### config.mk
export PLATFORM = sky130hd
export DESIGN_NAME = fetch_queue_flat
export DESIGN_NICKNAME = d
export VERILOG_FILES = /design/src/rtl/fetch_queue_if.sv /design/src/rtl/fetch_queue.sv /design/src/flat_wrapper.sv
export SDC_FILE = /design/constraint.sdc
export NUM_CORES = 1
export LEC_CHECK = 0
export ABC_AREA = 1
export ABC_CLOCK_PERIOD_IN_PS = 8270
export CELL_PAD_IN_SITES_DETAIL_PLACEMENT = 0
export CELL_PAD_IN_SITES_GLOBAL_PLACEMENT = 2
export CORE_ASPECT_RATIO = 1.25
export CORE_UTILIZATION = 39
export CTS_CLUSTER_DIAMETER = 60
export CTS_CLUSTER_SIZE = 40
export DETAILED_ROUTE_END_ITERATION = 7
export PLACE_DENSITY_LB_ADDON = 0.1
export SLEW_MARGIN = 20
export SYNTH_ARGS = -nofsm -noshare
export SYNTH_HDL_FRONTEND = slang
export SYNTH_SLANG_ARGS = --single-unit
### constraint.sdc
create_clock -name clk -period 8.27 [get_ports clk]
set_input_delay 0.827 -clock clk [delete_from_list [all_inputs] [get_ports clk]]
set_output_delay 0.827 -clock clk [all_outputs]
set_load 0.01 [all_outputs]
### src/rtl/fetch_queue_if.sv
// Fetch queue bus: PC-stage issue, instruction-memory request/response and decode hand-off.
interface fetch_queue_if #(
  parameter int XLEN = 32
);
  logic            inst_v_i;
  logic [XLEN-1:0] pc_i;
  logic            fetch_stall;
  logic            flush;
  logic            imem_req;
  logic [XLEN-1:0] imem_addr;
  logic            imem_gnt;
  logic            imem_rvalid;
  logic [XLEN-1:0] imem_rdata;
  logic            dec_valid;
  logic [XLEN-1:0] dec_pc;
  logic [XLEN-1:0] dec_inst;
  logic            dec_ready;

  modport slave (
    input  inst_v_i, pc_i, flush,
    input  imem_gnt, imem_rvalid, imem_rdata,
    input  dec_ready,
    output fetch_stall, imem_req, imem_addr,
    output dec_valid, dec_pc, dec_inst
  );

  modport master (
    output inst_v_i, pc_i, flush,
    output imem_gnt, imem_rvalid, imem_rdata,
    output dec_ready,
    input  fetch_stall, imem_req, imem_addr,
    input  dec_valid, dec_pc, dec_inst
  );
endinterface

### src/rtl/fetch_queue.sv
// fetch_queue: in-order imem request issue, response pairing, decode hand-off.
// Define FETCH_BYPASS_EN to forward a response to decode in its arrival cycle.
module fetch_queue #(
  parameter int DEPTH = 4,
  parameter int XLEN  = 32
) (
  input logic          clk,
  input logic          reset_n,
  fetch_queue_if.slave bus
);
  localparam int AW = $clog2(DEPTH);
  localparam int DW = AW + 3;
  localparam logic [AW:0] FULL = (AW+1)'(DEPTH);

  logic [XLEN-1:0]  pc_q   [DEPTH];
  logic [XLEN-1:0]  inst_q [DEPTH];
  logic [DEPTH-1:0] filled_q;
  logic [AW:0]      alloc_ptr;
  logic [AW:0]      fill_ptr;
  logic [AW:0]      head_ptr;
  logic [DW-1:0]    discard_cnt;

  logic [AW:0]   count;
  logic [AW:0]   inflight;
  logic [AW-1:0] alloc_idx;
  logic [AW-1:0] fill_idx;
  logic [AW-1:0] head_idx;
  logic          req;
  logic          alloc_en;
  logic          fill_en;
  logic          pop_en;
  logic          rsp_drop;
  logic          head_ok;
  logic          byp;
  logic          dvalid;

  assign count     = alloc_ptr - head_ptr;
  assign inflight  = alloc_ptr - fill_ptr;
  assign alloc_idx = alloc_ptr[AW-1:0];
  assign fill_idx  = fill_ptr[AW-1:0];
  assign head_idx  = head_ptr[AW-1:0];

  assign req = reset_n & bus.inst_v_i
             & ~bus.flush & (count < FULL);
  assign alloc_en = req & bus.imem_gnt;

  assign bus.imem_req    = req;
  assign bus.imem_addr   = bus.pc_i;
  assign bus.fetch_stall = bus.inst_v_i & ~alloc_en;

  // Responses with nothing outstanding are ignored.
  assign fill_en = bus.imem_rvalid
                 & (discard_cnt == '0)
                 & (inflight != '0);
  assign rsp_drop = bus.imem_rvalid
                  & ((discard_cnt != '0) | (inflight != '0));

  assign head_ok = (count != '0) & filled_q[head_idx];

`ifdef FETCH_BYPASS_EN
  assign byp = fill_en & ~bus.flush
             & (count != '0)
             & ~filled_q[head_idx]
             & (fill_ptr == head_ptr);
  assign dvalid = head_ok | byp;
  assign bus.dec_inst = head_ok ? inst_q[head_idx]
                      : byp     ? bus.imem_rdata
                      : '0;
`else
  assign byp    = 1'b0;
  assign dvalid = head_ok;
  assign bus.dec_inst = head_ok ? inst_q[head_idx] : '0;
`endif

  assign bus.dec_valid = dvalid;
  assign bus.dec_pc    = dvalid ? pc_q[head_idx] : '0;
  assign pop_en        = dvalid & bus.dec_ready;

  always_ff @(posedge clk or negedge reset_n) begin
    if (!reset_n) begin
      alloc_ptr   <= '0;
      fill_ptr    <= '0;
      head_ptr    <= '0;
      discard_cnt <= '0;
      filled_q    <= '0;
    end else if (bus.flush) begin
      fill_ptr    <= alloc_ptr;
      head_ptr    <= alloc_ptr;
      discard_cnt <= discard_cnt + DW'(inflight)
                   - DW'(rsp_drop);
    end else begin
      if (alloc_en) begin
        alloc_ptr           <= alloc_ptr + 1'b1;
        filled_q[alloc_idx] <= 1'b0;
      end
      if (fill_en) begin
        fill_ptr           <= fill_ptr + 1'b1;
        filled_q[fill_idx] <= ~(byp & bus.dec_ready);
      end
      if (pop_en)
        head_ptr <= head_ptr + 1'b1;
      if (bus.imem_rvalid && discard_cnt != '0)
        discard_cnt <= discard_cnt - 1'b1;
    end
  end

  // Payload storage needs no reset; validity lives in the pointers.
  always_ff @(posedge clk) begin
    if (alloc_en)
      pc_q[alloc_idx] <= bus.pc_i;
    if (fill_en && !bus.flush)
      inst_q[fill_idx] <= bus.imem_rdata;
  end
endmodule

### src/flat_wrapper.sv
// flat-port wrapper written by rule: the top's interface ports become plain ports
module fetch_queue_flat 
#(
  parameter int DEPTH = 4,
  parameter int XLEN  = 32
)
  (clk, reset_n, bus_inst_v_i, bus_pc_i, bus_flush, bus_imem_gnt, bus_imem_rvalid, bus_imem_rdata, bus_dec_ready, bus_fetch_stall, bus_imem_req, bus_imem_addr, bus_dec_valid, bus_dec_pc, bus_dec_inst);
  fetch_queue_if #(.XLEN(XLEN)) bus_i ();
  input logic clk;
  input logic reset_n;
  input wire logic [$bits(bus_i.inst_v_i)-1:0] bus_inst_v_i;
  input wire logic [$bits(bus_i.pc_i)-1:0] bus_pc_i;
  input wire logic [$bits(bus_i.flush)-1:0] bus_flush;
  input wire logic [$bits(bus_i.imem_gnt)-1:0] bus_imem_gnt;
  input wire logic [$bits(bus_i.imem_rvalid)-1:0] bus_imem_rvalid;
  input wire logic [$bits(bus_i.imem_rdata)-1:0] bus_imem_rdata;
  input wire logic [$bits(bus_i.dec_ready)-1:0] bus_dec_ready;
  output wire logic [$bits(bus_i.fetch_stall)-1:0] bus_fetch_stall;
  output wire logic [$bits(bus_i.imem_req)-1:0] bus_imem_req;
  output wire logic [$bits(bus_i.imem_addr)-1:0] bus_imem_addr;
  output wire logic [$bits(bus_i.dec_valid)-1:0] bus_dec_valid;
  output wire logic [$bits(bus_i.dec_pc)-1:0] bus_dec_pc;
  output wire logic [$bits(bus_i.dec_inst)-1:0] bus_dec_inst;
  assign bus_i.inst_v_i = bus_inst_v_i;
  assign bus_i.pc_i = bus_pc_i;
  assign bus_i.flush = bus_flush;
  assign bus_i.imem_gnt = bus_imem_gnt;
  assign bus_i.imem_rvalid = bus_imem_rvalid;
  assign bus_i.imem_rdata = bus_imem_rdata;
  assign bus_i.dec_ready = bus_dec_ready;
  assign bus_fetch_stall = bus_i.fetch_stall;
  assign bus_imem_req = bus_i.imem_req;
  assign bus_imem_addr = bus_i.imem_addr;
  assign bus_dec_valid = bus_i.dec_valid;
  assign bus_dec_pc = bus_i.dec_pc;
  assign bus_dec_inst = bus_i.dec_inst;
  fetch_queue #(.DEPTH(DEPTH), .XLEN(XLEN)) u_core (.clk(clk), .reset_n(reset_n), .bus(bus_i));
endmodule
* Word-level counts from Yosys, hierarchy flattened
Memory sizes are Yosys's and may differ from the RTL's. Cells that the tools add are included.
Storage, ports and cells: register bits after elaboration 18, RAM bits 256, input port bits 71, output and inout port bits 99, word-level logic and storage cells 71, memories kept 2
Memories:
- u_core.inst_q | words 4, width 32, rd ports 1, clocked after Yosys merged registers in 0, wr ports 1, RTL line fetch_queue.sv:16 | logic [XLEN-1:0] inst_q [DEPTH];
- u_core.pc_q | words 4, width 32, rd ports 1, clocked after Yosys merged registers in 0, wr ports 1, RTL line fetch_queue.sv:15 | logic [XLEN-1:0] pc_q [DEPTH];
Operators by class: add/subtract/negate cells 8, $lt $le $gt $ge 6, multiplexer cells 21, bitwise gates (word level) 16, reductions and logical operators 13
Operators with widths (number):
- two-way mux 32 bit | 2
- two-way mux 3 bit | 4
- two-way mux 4 bit | 3
- bitwise AND 1 bit | 10
- two-way mux 5 bit | 2
- adder 3 x 1 -> 3 bit (second input constant) | 3
- < comparator 2 x 3 -> 1 bit (second input constant) | 3
- two-way mux 1 bit | 7
- nonzero test 2 bit | 3
- nonzero test 3 bit | 2
- subtractor 3 bit | 2
- adder 5 x 3 -> 5 bit | 1
- logical NOT 5 bit | 1
- nonzero test 5 bit | 1
- subtractor 5 x 1 -> 5 bit | 1
- subtractor 5 x 1 -> 5 bit (second input constant) | 1
- bitwise AND 4 bit | 1
- demux 1 bit (select 2 bit) | 2
- >= comparator 2 x 1 -> 1 bit (second input constant) | 2
- logical AND 1 bit | 4
- NOT 4 bit | 1
- bitwise OR 4 bit | 1
- < comparator 3 bit (second input constant) | 1
- binary-select mux 1 bit (select 2 bit) | 1
- 4 further kinds | 5

* Depth between registers and ports, before layout
word-level depth 10, mapped depth 21, mapped depth without buffers 21

* Worst setup path before layout
No wires, ideal clock.
path kind reg2reg, from reg u_core.alloc_ptr[0], to reg u_core.discard_cnt[4], library setup time 0.118 ns, arrival time 2.918 ns, setup slack 5.234 ns, stages on the path, launching flop included 21, cell sequence dfrtp_1 -> inv_1 -> ha_1 -> fa_1 -> xnor2_1 -> nand2_1 -> nand2_1 -> nand2_1 -> nand2_1 -> nand2_1 -> ha_1 -> inv_1 -> ha_1 -> inv_1 -> fa_1 -> o21ai_0 -> nand2_1 -> nand3b_1 -> nand3_1 -> nand3_1 -> nand2_1
On the way: word-level cells in the longest chain between the ends 6
RTL lines:
- from (decl) | RTL line fetch_queue.sv:18 | logic [AW:0] alloc_ptr;
- from (signal assigned) | RTL line fetch_queue.sv:93 | alloc_ptr <= alloc_ptr + 1'b1;
- subtractor 3 bit (*) | RTL line fetch_queue.sv:38 | assign inflight = alloc_ptr - fill_ptr;
- branches (longest 3 deep; another with adder 5 x 3 -> 5 bit)
- subtractor 5 x 1 -> 5 bit (*) | RTL line fetch_queue.sv:90 | - DW'(rsp_drop);
- two-way mux 5 bit (*) | RTL line fetch_queue.sv:86 | end else if (bus.flush) begin
- to (signal assigned) | RTL line fetch_queue.sv:89 | discard_cnt <= discard_cnt + DW'(inflight)
- to (signal assigned) | RTL line fetch_queue.sv:103 | discard_cnt <= discard_cnt - 1'b1;
- to (decl) | RTL line fetch_queue.sv:21 | logic [DW-1:0] discard_cnt;
Every way passes the cells marked *. A chain may end at the register's enable or synchronous reset.

* Final worst setup path
from reg u_core.head_ptr[0], to out bus_dec_inst[31]
On the way: word-level cells in the longest chain between the ends 4
RTL lines:
- from (decl) | RTL line fetch_queue.sv:20 | logic [AW:0] head_ptr;
- from (signal assigned) | RTL line fetch_queue.sv:88 | head_ptr <= alloc_ptr;
- from (signal assigned) | RTL line fetch_queue.sv:101 | head_ptr <= head_ptr + 1'b1;
- subtractor 3 bit / binary-select mux 1 bit (select 2 bit) (equally long branches) | RTL line fetch_queue.sv:37, fetch_queue.sv:58
- nonzero test 3 bit / two-way mux 1 bit (equally long branches) | RTL line fetch_queue.sv:58 | assign head_ok = (count != '0) & filled_q[head_idx];
- bitwise AND 1 bit | RTL line fetch_queue.sv:58
- two-way mux 32 bit (*) | RTL line fetch_queue.sv:72 | assign bus.dec_inst = head_ok ? inst_q[head_idx] : '0;
- to (decl) | RTL line flat_wrapper.sv:23 | output wire logic [$bits(bus_i.dec_inst)-1:0] bus_dec_inst;
Every way passes the cells marked *; elsewhere a longest branch is shown, timed or not. The select of a mux whose other input is x is not followed.

==> flow_summary_export.csv <==
group,metric,value,unit
layout,stdcell_count,1539,
clocking,ctsResizeCount,0,
floorplanning,coreArea,30000,µm²
detailed_routing,via_per_inst,4.88,
detailed_routing,first_pass_iters,4,
logic_synthesis,yosysUniqueCellTypes,25,
logic_synthesis,syn_avg_cell_area,11.8,µm²
grt,grt_start_max_net_pins,99,
floorplanning,initial_core_util,39.5,%
worst_hold_path,hp-class,"reg -> reg",
logic_synthesis,syn_inst,1009,
setup_path,worstSetupStartpoint,"u_core.head_ptr[0]",
layout,fin_nets,1219,
timing,fin_worst_skew,0.0241,ns
logic_synthesis,synthTopCellsByArea,"edfxtp_1, nor2_1, o21ai_0, dfrtp_1, a21oi_2",
detailed_routing,postRouteAntennaNets,0,
timing,max_freq,196,MHz
clocking,cts-root-buf,"clkbuf_16",
logic_synthesis,yosysTopAreaCellShare,64.8,%
setup_path,crit_required,7.44,ns
grt,grt_pass1_wl,41900,µm
timing,timing_hold_violations_final,0,
setup_path,arrival,4.27,ns
detailed_routing,drc_errors,0,
setup_path,worstPathMaxFanout,64,
timing,post-route-min-period,5.09,ns
placement,dpl.cell_count,1506,
logic_synthesis,synth-edff-count,256,
setup_path,r2r_cells,20,
clocking,cts_hold_buf,0,
setup_path,cpPeakStageDelay,0.94,ns
clocking,clk_latency,0.51,ns
clocking,cts_setup_buffers,0,
logic_synthesis,seq_area_frac_synth,68.6,%
logic_synthesis,synth_fp_nets,1103,
timing,finalCritPeriodShare,61.6,%
floorplanning,rows,71,
floorplanning,fp.dieH,197,µm
logic_synthesis,synthFlopType,"edfxtp_1",
power,vdd_drop_max,0.000199,V
logic_synthesis,yosys.area.top_type,"edfxtp_1",
timing,whs,0.478,ns
clocking,cts_sinks,274,
floorplanning,dieArea,31100,µm²
setup_path,crit_cells,7,
timing,slew_violations,0,
layout,area_growth,20.2,%
logic_synthesis,synth.cell_area,11900,µm²
power,power,4.74,mW
setup_path,r2r-end,"u_core.discard_cnt[4]",
setup_path,crit_buf_inv,3,
floorplanning,ios,170,
run,cap_viol_max_count,0,
clocking,cts_tree,"done",
power,p_per_area,333,nW/µm²
clocking,clk_pin_slew,0.08,ns
clocking,clk_path_buf_depth,3,
setup_path,cp-start-kind,"register",
placement,dp_hpwl,15600,µm
logic_synthesis,yosys.cell_count.top_type,"nor2_1",
power,power_leakage,4.96,nW
clocking,numCtsBuffers,18,
setup_path,cpMaxStageDelayCell,"dfrtp_4",
setup_path,crit_path_end_kind,"primary output",
placement,gp_congestion,0.750,
setup_path,reg2reg_from,"u_core.alloc_ptr[0]",
logic_synthesis,yosysWarnings,0,
timing,rsz0062_at_grt,"false",
grt,grt_util_all_layers,17.7,%
floorplanning,dieWidth,158,µm
detailed_routing,wirelength,27200,µm
placement,port_buffers,169,
detailed_routing,drt_iter0_drc,341,
layout,layout-drive-gt1-share,8.80,%
setup_path,critPathCapture,"bus_dec_inst[31]",
timing,maxSlewHeadroom,34.4,%
logic_synthesis,ys_ff_latch,274,
setup_path,r2r_slack,4.78,ns
detailed_routing,wl_per_cell,17.7,µm
detailed_routing,vias,7513,
layout,fill_cells,2790,
grt,antenna_found_initial,2,
timing,setup_viol,0,
clocking,htreeDepth,1,
grt,first_global_vias,7341,
timing,tightest_slew,0.984,ns
layout,final_util,47.5,%
grt,grt_overflow,0,
logic_synthesis,async_reset_ff_share,6.57,%
setup_path,crit_chain,"clkinv_2, o211ai_1, nand2_1, nand2_4, buf_4, a21oi_1, clkdlybuf4s50_1",
setup_path,crit_family,"buffers and inverters",
setup_path,path_class,"reg -> out",
logic_synthesis,yosys-top-cells-count,"nor2_1, edfxtp_1, o21ai_0",
run_status,outcome,"complete, no violations",
timing,tns,0,ns
## sequential cells by signal, summed over array words and instances, names as in the netlist
name,flops
u_core.alloc_ptr,3
u_core.discard_cnt,5
u_core.fill_ptr,3
u_core.filled_q,4
u_core.head_ptr,3
u_core.inst_q,128
u_core.pc_q,128
## how the worst min path moves through the flow
stage	slack, ns	to	startpoint	cells after the start
after floorplan	0.44	u_core.filled_q[0]	u_core.filled_q[0]	2
after global placement	0.46	u_core.filled_q[2]	u_core.filled_q[2]	2
after detailed placement	0.46	u_core.filled_q[0]	u_core.filled_q[0]	2
after CTS	0.48	u_core.filled_q[0]	u_core.filled_q[0]	2
after global routing	0.49	u_core.filled_q[0]	u_core.filled_q[0]	2
final	0.48	u_core.filled_q[0]	u_core.filled_q[0]	2
## cell type report
class | count | area [µm²] | area share (%)
Antenna cell | 1 | 2.50 | 0.0175
Multi-Input combinational cell | 604 | 3040 | 21.3
Inverter | 45 | 170 | 1.19
Tap cell | 401 | 502 | 3.52
Sequential cell | 274 | 8140 | 57.1
Timing Repair Buffer | 182 | 1790 | 12.5
Clock inverter | 12 | 131 | 0.921
Clock buffer | 20 | 479 | 3.36
## cells in the final DEF (no fill, tap or decap), types with 2 or more instances in the layout
| master | Yosys | routed |
|---|---|---|
| a21oi_1 | 19 | 19 |
| a21oi_2 | 49 | 49 |
| buf_4 | 34 | 13 |
| clkbuf_16 | 0 | 19 |
| clkdlybuf4s50_1 | 0 | 169 |
| clkinv_2 | 0 | 4 |
| dfrtp_1 | 18 | 16 |
| edfxtp_1 | 256 | 256 |
| fa_1 | 2 | 2 |
| ha_1 | 21 | 21 |
| inv_1 | 40 | 40 |
| inv_2 | 5 | 4 |
| inv_6 | 0 | 3 |
| nand2_1 | 67 | 66 |
| nand3_1 | 15 | 15 |
| nand4_1 | 8 | 8 |
| nor2_1 | 265 | 265 |
| nor3_1 | 2 | 2 |
| o211ai_1 | 2 | 2 |
| o21ai_0 | 139 | 139 |
| o21ai_1 | 3 | 3 |
| xnor2_1 | 6 | 6 |
| xor2_1 | 4 | 4 |
## layer usage
layer	track usage [%]	up-vias	routed length (µm)
met5	0	-	13
met4	3.85	2	388
met2	30.6	159	13400
met3	2.52	31	1190
li1	-	3683	-
met1	23.5	3638	12100
## power breakdown
group	internal [mW]	switching [mW]	total, mW	leakage, nW
combinational	0.860	1.23	2.09	2.13
sequential	1.58	0.103	1.69	2.53
clock	0.473	0.492	0.966	0.304
total	2.92	1.83	4.74	4.96
## worst register-to-register path: cells and delay by family, from the launching register on
| family | cells | cell delay, ns |
|---|---|---|
| flip-flops | 1 | 0.40 |
| XOR/XNOR | 1 | 0.15 |
| adder cells (fa/ha/maj) | 5 | 1.45 |
| buffers and inverters | 3 | 0.26 |
| AND/OR/NAND/NOR | 10 | 0.93 |
| AO/OA/AOI/OAI | 1 | 0.18 |
## cells by family after synthesis
logic type      synth area share [%]
compound gates                  10.6
buf+inv                         5.83
fa+ha+maj                       2.55
flops                           68.6
simple gates                    11.7
xor+xnor                       0.738
## metrics by stage
stage               area (µm²)  setup WS (ns)
floorplan                11900           5.23
global placement         13600           3.68
detailed placement       13600           3.63
CTS                      14300           3.05
global route             14300           2.78
finish                   14300           3.18
Note: power is estimated with default switching activity, not from simulation.
